==> src/rtl/shift_register_param.sv <==
`default_nettype none
// ============================================================================
// Module   : shift_register_param
// Brief    : WIDTH-bit shift register with parallel load, logical/rotate/
//            arithmetic shifts and a counted autonomous burst engine.
// Revision : 1.0 - initial parametrised release
// ============================================================================
module shift_register_param #(
    parameter int WIDTH = 8,
    parameter int CNT_W = 4
) (
    input  logic             clk,
    input  logic             rst,
    input  logic             en,
    input  logic             dir,
    input  logic [1:0]       mode,
    input  logic             data_in,
    input  logic             load,
    input  logic [WIDTH-1:0] par_in,
    input  logic             start,
    input  logic [CNT_W-1:0] nbits,
    output logic [WIDTH-1:0] sreg,
    output logic             ser_out,
    output logic             busy,
    output logic             done
);

    localparam logic [1:0] c_MODE_LOGICAL = 2'b00;
    localparam logic [1:0] c_MODE_ROTATE  = 2'b01;
    localparam logic [1:0] c_MODE_ARITH   = 2'b10;

    logic [WIDTH-1:0] r_sreg;
    logic             r_ser;
    logic             r_busy;
    logic             r_done;
    logic [CNT_W-1:0] r_cnt;
    logic [1:0]       r_mode;
    logic             r_dir;

    logic [1:0]       w_mode;
    logic             w_dir;
    logic [WIDTH-1:0] w_shift;
    logic             w_ser;

    // A running burst uses its latched controls; otherwise the live inputs apply.
    always_comb begin
        w_mode  = r_busy ? r_mode : mode;
        w_dir   = r_busy ? r_dir  : dir;
        w_shift = r_sreg;
        w_ser   = r_ser;
        if (w_dir) begin
            case (w_mode)
                c_MODE_LOGICAL: begin
                    w_shift = {data_in, r_sreg[WIDTH-1:1]};
                    w_ser   = r_sreg[0];
                end
                c_MODE_ROTATE: begin
                    w_shift = {r_sreg[0], r_sreg[WIDTH-1:1]};
                    w_ser   = r_sreg[0];
                end
                c_MODE_ARITH: begin
                    w_shift = {r_sreg[WIDTH-1], r_sreg[WIDTH-1:1]};
                    w_ser   = r_sreg[0];
                end
                default: ;
            endcase
        end else begin
            case (w_mode)
                c_MODE_LOGICAL: begin
                    w_shift = {r_sreg[WIDTH-2:0], data_in};
                    w_ser   = r_sreg[WIDTH-1];
                end
                c_MODE_ROTATE: begin
                    w_shift = {r_sreg[WIDTH-2:0], r_sreg[WIDTH-1]};
                    w_ser   = r_sreg[WIDTH-1];
                end
                c_MODE_ARITH: begin
                    w_shift = {r_sreg[WIDTH-2:0], 1'b0};
                    w_ser   = r_sreg[WIDTH-1];
                end
                default: ;
            endcase
        end
    end

    always_ff @(posedge clk or posedge rst) begin
        if (rst) begin
            r_sreg <= '0;
            r_ser  <= 1'b0;
            r_busy <= 1'b0;
            r_done <= 1'b0;
            r_cnt  <= '0;
            r_mode <= 2'b00;
            r_dir  <= 1'b0;
        end else begin
            r_done <= 1'b0;
            if (load) begin
                // Load aborts a burst silently: no done pulse.
                r_sreg <= par_in;
                r_busy <= 1'b0;
                r_cnt  <= '0;
            end else if (r_busy) begin
                r_sreg <= w_shift;
                r_ser  <= w_ser;
                r_cnt  <= r_cnt - CNT_W'(1);
                if (r_cnt == CNT_W'(1)) begin
                    r_busy <= 1'b0;
                    r_done <= 1'b1;
                end
            end else if (start) begin
                if (nbits != '0) begin
                    r_mode <= mode;
                    r_dir  <= dir;
                    r_cnt  <= nbits;
                    r_busy <= 1'b1;
                end else begin
                    r_done <= 1'b1;
                end
            end else if (en) begin
                r_sreg <= w_shift;
                r_ser  <= w_ser;
            end
        end
    end

    assign sreg    = r_sreg;
    assign ser_out = r_ser;
    assign busy    = r_busy;
    assign done    = r_done;

endmodule
`default_nettype wire

==> config.mk <==
export PLATFORM = sky130hd
export DESIGN_NAME = shift_register_param
export DESIGN_NICKNAME = d
export VERILOG_FILES = /design/src/rtl/shift_register_param.sv
export SDC_FILE = /design/constraint.sdc
export NUM_CORES = 1
export LEC_CHECK = 0
export BUFFER_PORTS_ARGS = -buffer_cell sky130_fd_sc_hd__buf_4
export CAP_MARGIN = 20
export CELL_PAD_IN_SITES_DETAIL_PLACEMENT = 2
export CELL_PAD_IN_SITES_GLOBAL_PLACEMENT = 2
export CORE_ASPECT_RATIO = 1.4
export CORE_MARGIN = 2
export CORE_UTILIZATION = 30
export CTS_CLUSTER_DIAMETER = 30
export DETAILED_ROUTE_END_ITERATION = 8
export GPL_TIMING_DRIVEN = 0
export PLACE_DENSITY_LB_ADDON = 0.2
export SETUP_SLACK_MARGIN = 0.1
export SYNTH_ARGS = -nofsm -noshare
export SYNTH_HDL_FRONTEND = slang
export SYNTH_SLANG_ARGS = --single-unit
==> constraint.sdc <==
create_clock -name clk -period 2.4 [get_ports clk]
set_input_delay 0.12 -clock clk [delete_from_list [all_inputs] [get_ports clk]]
set_output_delay 0.12 -clock clk [all_outputs]
set_load 0.005 [all_outputs]
## Word-level counts from Yosys, hierarchy flattened

Cells that the tools add are included.

| storage, ports and cells | value |
|---|---|
| word-level logic and storage cells | 55 |
| input port bits | 21 |
| register bits after elaboration | 18 |
| output and inout bits | 11 |

| cells by class | value |
|---|---|
| bitwise logic cells | 2 |
| equal/unequal tests | 5 |
| add/sub/neg operators | 1 |
| reductions and logical operators | 11 |
| multiplexer cells | 29 |

Operators with widths:

| operator | count |
|---|---|
| $pmux W8 S3 | 2 |
| $mux W8 | 5 |
| $mux W1 | 17 |
| $mux W4 | 4 |
| $reduce_bool A3 Y1 | 3 |
| $eq A4 B1 Y1 const B | 1 |
| $reduce_and A2 Y1 | 2 |
| $reduce_and A4 Y1 | 1 |
| $reduce_bool A4 Y1 | 1 |
| $sub A4 B1 Y4 const B | 1 |
| $ne A3 B2 Y1 const B | 1 |
| $reduce_and A3 Y1 | 1 |
| $reduce_or A3 Y1 | 1 |
| $eq A2 B1 Y1 const B | 1 |
| $eq A2 B2 Y1 const B | 1 |
| $logic_not A2 Y1 | 1 |
| $mux W2 | 1 |
| $ne A2 B1 Y1 const B | 1 |
| $not A1 Y1 | 2 |
| $reduce_bool A2 Y1 | 1 |

## Longest topological paths before layout

Gate-level depths: netlist of the first run.

| depth | value |
|---|---|
| depth after elaboration | 8 |
| depth in mapped cells | 9 |
| depth with buffers taken out | 7 |

## Worst setup path before layout of the first run

Ideal clock, no wire load.

| timing | value |
|---|---|
| path type | register to register |
| start | reg r_busy, in the netlist busy |
| end | reg r_sreg[0], in the netlist sreg[0] |
| required time | 2275 ps |
| slack | 199 ps |
| arrival | 2077 ps |
| period minus slack after synthesis | 2201 ps |
| path buffers | 2 |
| stages on the path, launching flop included | 8 |
| library setup time | 125 ps |
| cells stage by stage | dfrtp_1 -> buf_6 -> buf_2 -> mux2i_1 -> ha_1 -> nor2_1 -> o21a_1 -> mux2_2 |

| between the ends | value |
|---|---|
| word-level cells in the longest chain between the ends | 8 |
| elaborated cells on any way between the ends | 15 |
| those cells by class | eq/ne (3); mux (9); reduce/logical (3) |

Ends and longest elaborated chain:

| element | line | text |
|---|---|---|
| from (decl) | 34 | `logic r_busy;` |
| from (signal assigned) | 90 | `r_busy <= 1'b0;` |
| from (signal assigned) | 100 | `r_busy <= 1'b0;` |
| from (signal assigned) | 107 | `r_busy <= 1'b0;` |
| $mux W2 | 47 | `w_mode = r_busy ? r_mode : mode;` |
| $eq A2 B2 Y1 (tied with other cells) | 52, 68 |  |
| $pmux W8 S3 (on tied branches) | 68, 52 |  |
| $mux W8 | 51 | `if (w_dir) begin` |
| $mux W8 | 119 | `end else if (en) begin` |
| $mux W8 | 110 | `end else if (start) begin` |
| $mux W8 | 102 | `end else if (r_busy) begin` |
| $mux W8 | 97 | `if (load) begin` |
| to (signal assigned) | 99 | `r_sreg <= par_in;` |
| to (signal assigned) | 103 | `r_sreg <= w_shift;` |
| to (signal assigned) | 120 | `r_sreg <= w_shift;` |
| to (decl) | 32 | `logic [WIDTH-1:0] r_sreg;` |

Parallel ways exist; a longest one is shown, timed or not. The select of a mux whose other input is x is not followed.
A chain may end at the register's enable or synchronous reset.

## Final worst setup path of the first run

Same ends and word-level chain as after synthesis.

==> results.tsv, run 1 <==
stage	metric	value	unit
status	status	finished, violations left	
floorplanning	core_area	3680	um2
timing	holdWs	-9.73	ps
power	vdd_drop_max	0.336	mV
timing	tns	0	ps
global_route	grt_pass1_vias	1150	
logic_synthesis	synthCells	111	
detailed_routing	post-route-drc-count	0	
logic_synthesis	ys_warn_count	0	
worst_setup_path	criticalPathCategory	reg -> reg	
worst_setup_path	critPathLaunchType	register	
global_route	overflow	0	
detailed_routing	wl_per_cell	18.9	um
detailed_routing	drt-vias-per-instance	5.49	
floorplanning	die_area	4410	um2
placement	hpwl	2700	um
layout	multiInputGateArea	692	um2
power	p_per_area	666	nW/um2
worst_setup_path	required	2550	ps
detailed_routing	num_vias	1038	
timing	period_needed	2230	ps
detailed_routing	drt_iter0_drc	18	
layout	synthToLayoutAreaGrowth	34.3	%
job	max_cap_violations	0	
cts	cts-buffers-inserted	3	
logic_synthesis	ys_ff_latch	18	
cts	cts_tree	built	
timing	finClkSkew	3.99	ps
timing	min_period_over_period	92.8	%
placement	gp_congestion	0.786	
logic_synthesis	async_flop_share	100	%
logic_synthesis	syn_area_per_cell	10.5	um2
cts	hold_buffers	0	
timing	maxSlewViolCount	0	
detailed_routing	routed_wl	3570	um
floorplanning	die_height	77.8	um
cts	cts_buffer_depth	2	
layout	drive_above_1_share	36.7	%
timing	rsz0062_at_grt	false	
floorplanning	initial_utilization	31.8	%
floorplanning	fp-row-count	26	
cts	worst_skew_pair.late_latency	260	ps
status	violations	hold timing	
logic_synthesis	syn_area	1170	um2
timing	tightest_slew	747	ps
worst_setup_path	cp.arrival	2380	ps
logic_synthesis	synth_nets	139	
floorplanning	num_io_pins	32	
worst_setup_path	cp-end-kind	register	
logic_synthesis	synth_cell_types	37	
worst_hold_path	hp-class	in -> async	
floorplanning	fp.dieW	56.7	um
placement	port_buffers	30	
timing	finalSetupViolations	0	
worst_setup_path	cp_max_fo	10	
power	power.leakage	0.713	nW
cts	htree_levels	1	
logic_synthesis	yosysSeqAreaShare	38.6	%
layout	utilization	42.6	%
layout	layout.nets	176	
logic_synthesis	ys.flop_type	dfrtp_1	
global_route	grt_pass1_wl	5870	um
detailed_routing	firstDrtPassIters	3	
cts	cts_root_buf	clkbuf_8	
global_route	grt_max_degree	19	
detailed_routing	drtAntennaViolNets	0	
layout	insertedDiodeCount	0	
timing	maxSlewHeadroom	50.1	%
layout	fill_cells	411	
global_route	antenna_found_initial	0	
cts	cts_sinks	18	
layout	regArea	450	um2
global_route	grtUsageTotal	17.5	%
timing	fmax	449	MHz
timing	hold_viol_final	18	
cts	clk_pin_slew_worst_paths	70	ps
logic_synthesis	synth_edf_count	0	
flip-flops by register name, indices dropped and copies added, names as in the netlist:
name / cells
r_dir: 1
busy: 1
done: 1
ser_out: 1
r_cnt: 4
r_mode: 2
sreg: 8
power breakdown:
group	internal [W]	switching [W]	leakage, nW
clock network	0.000146	0.000113	0.0288
logic	0.000201	0.000173	0.460
registers	0.000355	0.0000563	0.224
total	0.000702	0.000342	0.713
area by class of cell:
type                    instances  area share, %
plain buffers                   5           2.47
clock buffers                   4           3.51
inverters                       7           1.68
multi-input cells              81           44.1
flip-flops and latches         18           28.7
well taps                      42           3.35
repair buffers                 32           16.1
placed cells by master, fill, tap and decap left out, types with 2 or more instances in the layout:
master / n
buf_4: 32
dfrtp_1: 18
nor2_1: 11
inv_1: 7
mux2i_1: 7
a221o_1: 6
ha_1: 6
nand2_1: 5
o21ai_0: 4
clkbuf_8: 4
a211oi_1: 3
nor2b_1: 3
nor3_1: 3
mux2_2: 3
mux2i_4: 3
buf_6: 2
o41ai_2: 2
a221oi_1: 2
a21oi_1: 2
o31ai_1: 2
final timing paths:
check	start	end	slack (ps)	cells after the start
setup / recovery	busy	sreg[0]	170	7
hold / removal	rst	r_cnt[2]	-10	2
setup reg to reg	busy	sreg[0]	170	7
hold reg to reg	ser_out	ser_out	530	2
max in group asynchronous	rst	sreg[7]	1940	2
min in group clk	par_in[5]	sreg[5]	90	2
per-layer routing:
| metal | up-vias | share of wire, % | global-route usage (%) |
|---|---|---|---|
| met5 | - | 0 | 0 |
| met4 | 0 | 1.9 | 7.38 |
| met3 | 7 | 2.7 | 3.17 |
| met2 | 21 | 57 | 30.8 |
| met1 | 530 | 38 | 20.3 |
| li1 | 480 | - | - |
Yosys cell counts (2+ instances only):
cell / number / area share, %
dfrtp_1: 18 / 39
nor2_1: 12 / 3.9
mux2i_1: 9 / 7.7
ha_1: 7 / 7.5
inv_1: 7 / 2.3
a221o_1: 6 / 5.1
nand2_1: 5 / 1.6
o21ai_0: 4 / 1.7
a211oi_1: 3 / 1.9
mux2_2: 3 / 2.9
nor2b_1: 3 / 1.6
nor3_1: 3 / 1.3
a21oi_1: 2 / 0.86
a221oi_1: 2 / 1.5
buf_2: 2 / 0.86
buf_6: 2 / 1.9
o31ai_1: 2 / 1.3
o41ai_2: 2 / 2.8
what timing repair did:
| item | CTS | global route |
|---|---|---|
| pin swaps | 1 | 0 |
| setup endpoints to repair | 8 | 7 |
| gates resized for setup | 6 | 3 |
| setup buffers | 2 | 0 |
critical path: stages, from the launching register on:
cell     delay [ps]
dfrtp_1         360
buf_6           160
buf_4           210
mux2i_4         290
ha_2            350
nor2_2          200
o21a_4          200
mux2_2          340
per-stage QoR:
stage / power, W / worst slack (ps) / std cells / instance area (um2)
2_1_floorplan: 0.000608 / 199 / 111 / 1170
3_3_place_gp: 0.000737 / -111 / 183 / 1450
3_5_place_dp: 0.000760 / -185 / 183 / 1450
4_1_cts: 0.00105 / 118 / 189 / 1560
5_1_grt: 0.00112 / 72.0 / 189 / 1570
6_report: 0.00104 / 173 / 189 / 1570
cells by family after synthesis:
family                   synth area share (%)
multiplexers                             13.5
flip-flops                               38.6
AND/OR/NAND/NOR                          13.0
buffers and inverters                    5.36
AO/OA/AOI/OAI                            22.1
adder cells (fa/ha/maj)                  7.50
No activity file was read; power rests on OpenSTA's default activity.
==> inputs of run 2 (changes only) <==
==> constraint.sdc (replaced) <==
create_clock -name clk -period 2.4 [get_ports clk]
set_input_delay 0.12 -clock clk [delete_from_list [all_inputs] [get_ports clk]]
set_output_delay 0.12 -clock clk [all_outputs]
set_load 0.02 [all_outputs]
==> results.tsv, run 2 (synthesis gave the netlist of run 1 again) <==
stage	metric	value	unit
floorplanning	core_area	3680	um2
power	p_per_area	693	nW/um2
timing	period_needed	2150	ps
detailed_routing	num_vias	1044	
worst_setup_path	critPathLaunchType	register	
global_route	grtUsageTotal	17.9	%
global_route	grt_pass1_wl	6150	um
cts	cts-buffers-inserted	3	
placement	port_buffers	30	
worst_setup_path	criticalPathCategory	reg -> reg	
timing	hold_viol_final	18	
timing	finalSetupViolations	0	
status	violations	hold timing	
detailed_routing	wl_per_cell	19.2	um
cts	cts_root_buf	clkbuf_8	
worst_setup_path	cp_max_fo	10	
timing	setup_slack	252	ps
power	vdd_drop_max	0.264	mV
detailed_routing	dr_wl_met3	116	um
floorplanning	fp.dieW	56.7	um
detailed_routing	routed.top_layer	met4	
cts	clk_pin_slew_worst_paths	70	ps
global_route	antenna_found_initial	0	
detailed_routing	drtAntennaViolNets	0	
placement	dp_slack	-119	ps
floorplanning	fp-row-count	26	
layout	insertedDiodeCount	0	
global_route	grt_pass1_vias	1220	
layout	layout_commonest_cell	buf_4	
timing	fmax	466	MHz
detailed_routing	drt-vias-per-instance	5.49	
layout	drive_above_1_share	36.5	%
cts	htree_levels	1	
cts	hold_buffers	0	
detailed_routing	met1_length	1290	um
cts	cts_sinks	18	
placement	gp_congestion	0.796	
worst_setup_path	required	2540	ps
detailed_routing	route.met2.wl	2210	um
global_route	overflow	0	
detailed_routing	drt_iter0_drc	7	
timing	tightest_slew	732	ps
cts	cts_buffer_depth	2	
timing	holdWs	-13.7	ps
detailed_routing	routed_wl	3650	um
power	total_power	0.00108	W
worst_hold_path	hp-class	in -> async	
floorplanning	die_height	77.8	um
power	p_sw_share	35.0	%
job	max_cap_violations	0	
layout	fill_cells	422	
global_route	grt_max_degree	19	
timing	maxSlewHeadroom	51.1	%
power	power_frac_comb	38.3	%
power	power.switching	0.000379	W
power	seq_power_share	38.2	%
cts	cts_tree	built	
floorplanning	initial_utilization	31.8	%
floorplanning	num_io_pins	32	
worst_setup_path	cp-end-kind	register	
detailed_routing	post-route-drc-count	0	
layout	final_cell_mix	34 x buf_4, 18 x dfrtp_1, 12 x nor2_1, 7 x inv_1, 7 x mux2i_1	
power	power.leakage	0.714	nW
layout	synthToLayoutAreaGrowth	34.0	%
floorplanning	die_area	4410	um2
layout	utilization	42.5	%
power	clkPwrFrac	23.5	%
power	internal-power	0.000705	W
timing	rsz0062_at_grt	false	
worst_setup_path	cp.arrival	2290	ps
layout	layout.nets	177	
cts	worst_skew_pair.late_latency	260	ps
timing	finClkSkew	2.36	ps
timing	maxSlewViolCount	0	
status	status	finished, violations left	
placement	hpwl	2880	um
timing	min_period_over_period	89.5	%
layout	largest_reg_flops	8	
detailed_routing	firstDrtPassIters	2	
[run 2: power by group through the flow]
stage | Sequential, W | Clock, W | Combinational, W
after floorplan | 0.000441 | 0 | 0.000208
after global placement | 0.000413 | 0 | 0.000372
after detailed placement | 0.000418 | 0 | 0.000388
after CTS | 0.000415 | 0.000261 | 0.000402
after global routing | 0.000425 | 0.000267 | 0.000453
final | 0.000414 | 0.000255 | 0.000415
[run 2: cell type report]
| cell class | count | area, um2 | share of cell area [%] |
|---|---|---|---|
| multi-input combinational | 81 | 693 | 44.3 |
| sequential | 18 | 450 | 28.8 |
| timing repair buffer | 33 | 248 | 15.8 |
| clock buffer | 4 | 55.1 | 3.52 |
| tap | 42 | 52.6 | 3.36 |
| buffer | 5 | 38.8 | 2.48 |
| inverter | 7 | 26.3 | 1.68 |
[run 2: metal layers]
layer,vias up,track usage [%]
li1,486,-
met1,531,18.7
met2,23,36.5
met3,4,1.17
met4,0,5.00
met5,-,0
[run 2: path summary, 6_finish.rpt]
check / startpoint / end / slack [ps] / cells past startpoint
max: busy / sreg[5] / 250 / 8
min: rst / sreg[2] / -10 / 2
max reg2reg: busy / sreg[5] / 250 / 8
min reg2reg: ser_out / ser_out / 540 / 2
max in group asynchronous: rst / r_mode[1] / 1950 / 2
min in group clk: par_in[6] / sreg[6] / 90 / 2
[run 2: critical path, cell delays in order, from the launching register on]
cell and delay, ps:
dfrtp_1 390, buf_6 150, buf_4 190, mux2i_4 220, ha_4 320, nor2_1 60
o21a_2 240, buf_4 160, a221o_1 310
[run 2: through the flow]
step	TNS [ps]	instances	cell area, um2	hold WS, ps
after floorplan	0	111	1170	58.6
after global placement	-22.5	183	1450	295
after detailed placement	-119	183	1450	285
after CTS	0	187	1530	6.60
after global routing	0	190	1560	50.7
final	0	190	1560	-13.7
[run 2: what timing repair did]
| item | 4_1_cts | 5_1_grt |
|---|---|---|
| setup endpoints to repair | 8 | 1 |
| buffers inserted | 0 | 3 |
| resized for setup | 5 | 2 |
| cloned | 0 | 0 |
| pin swaps | 1 | 0 |
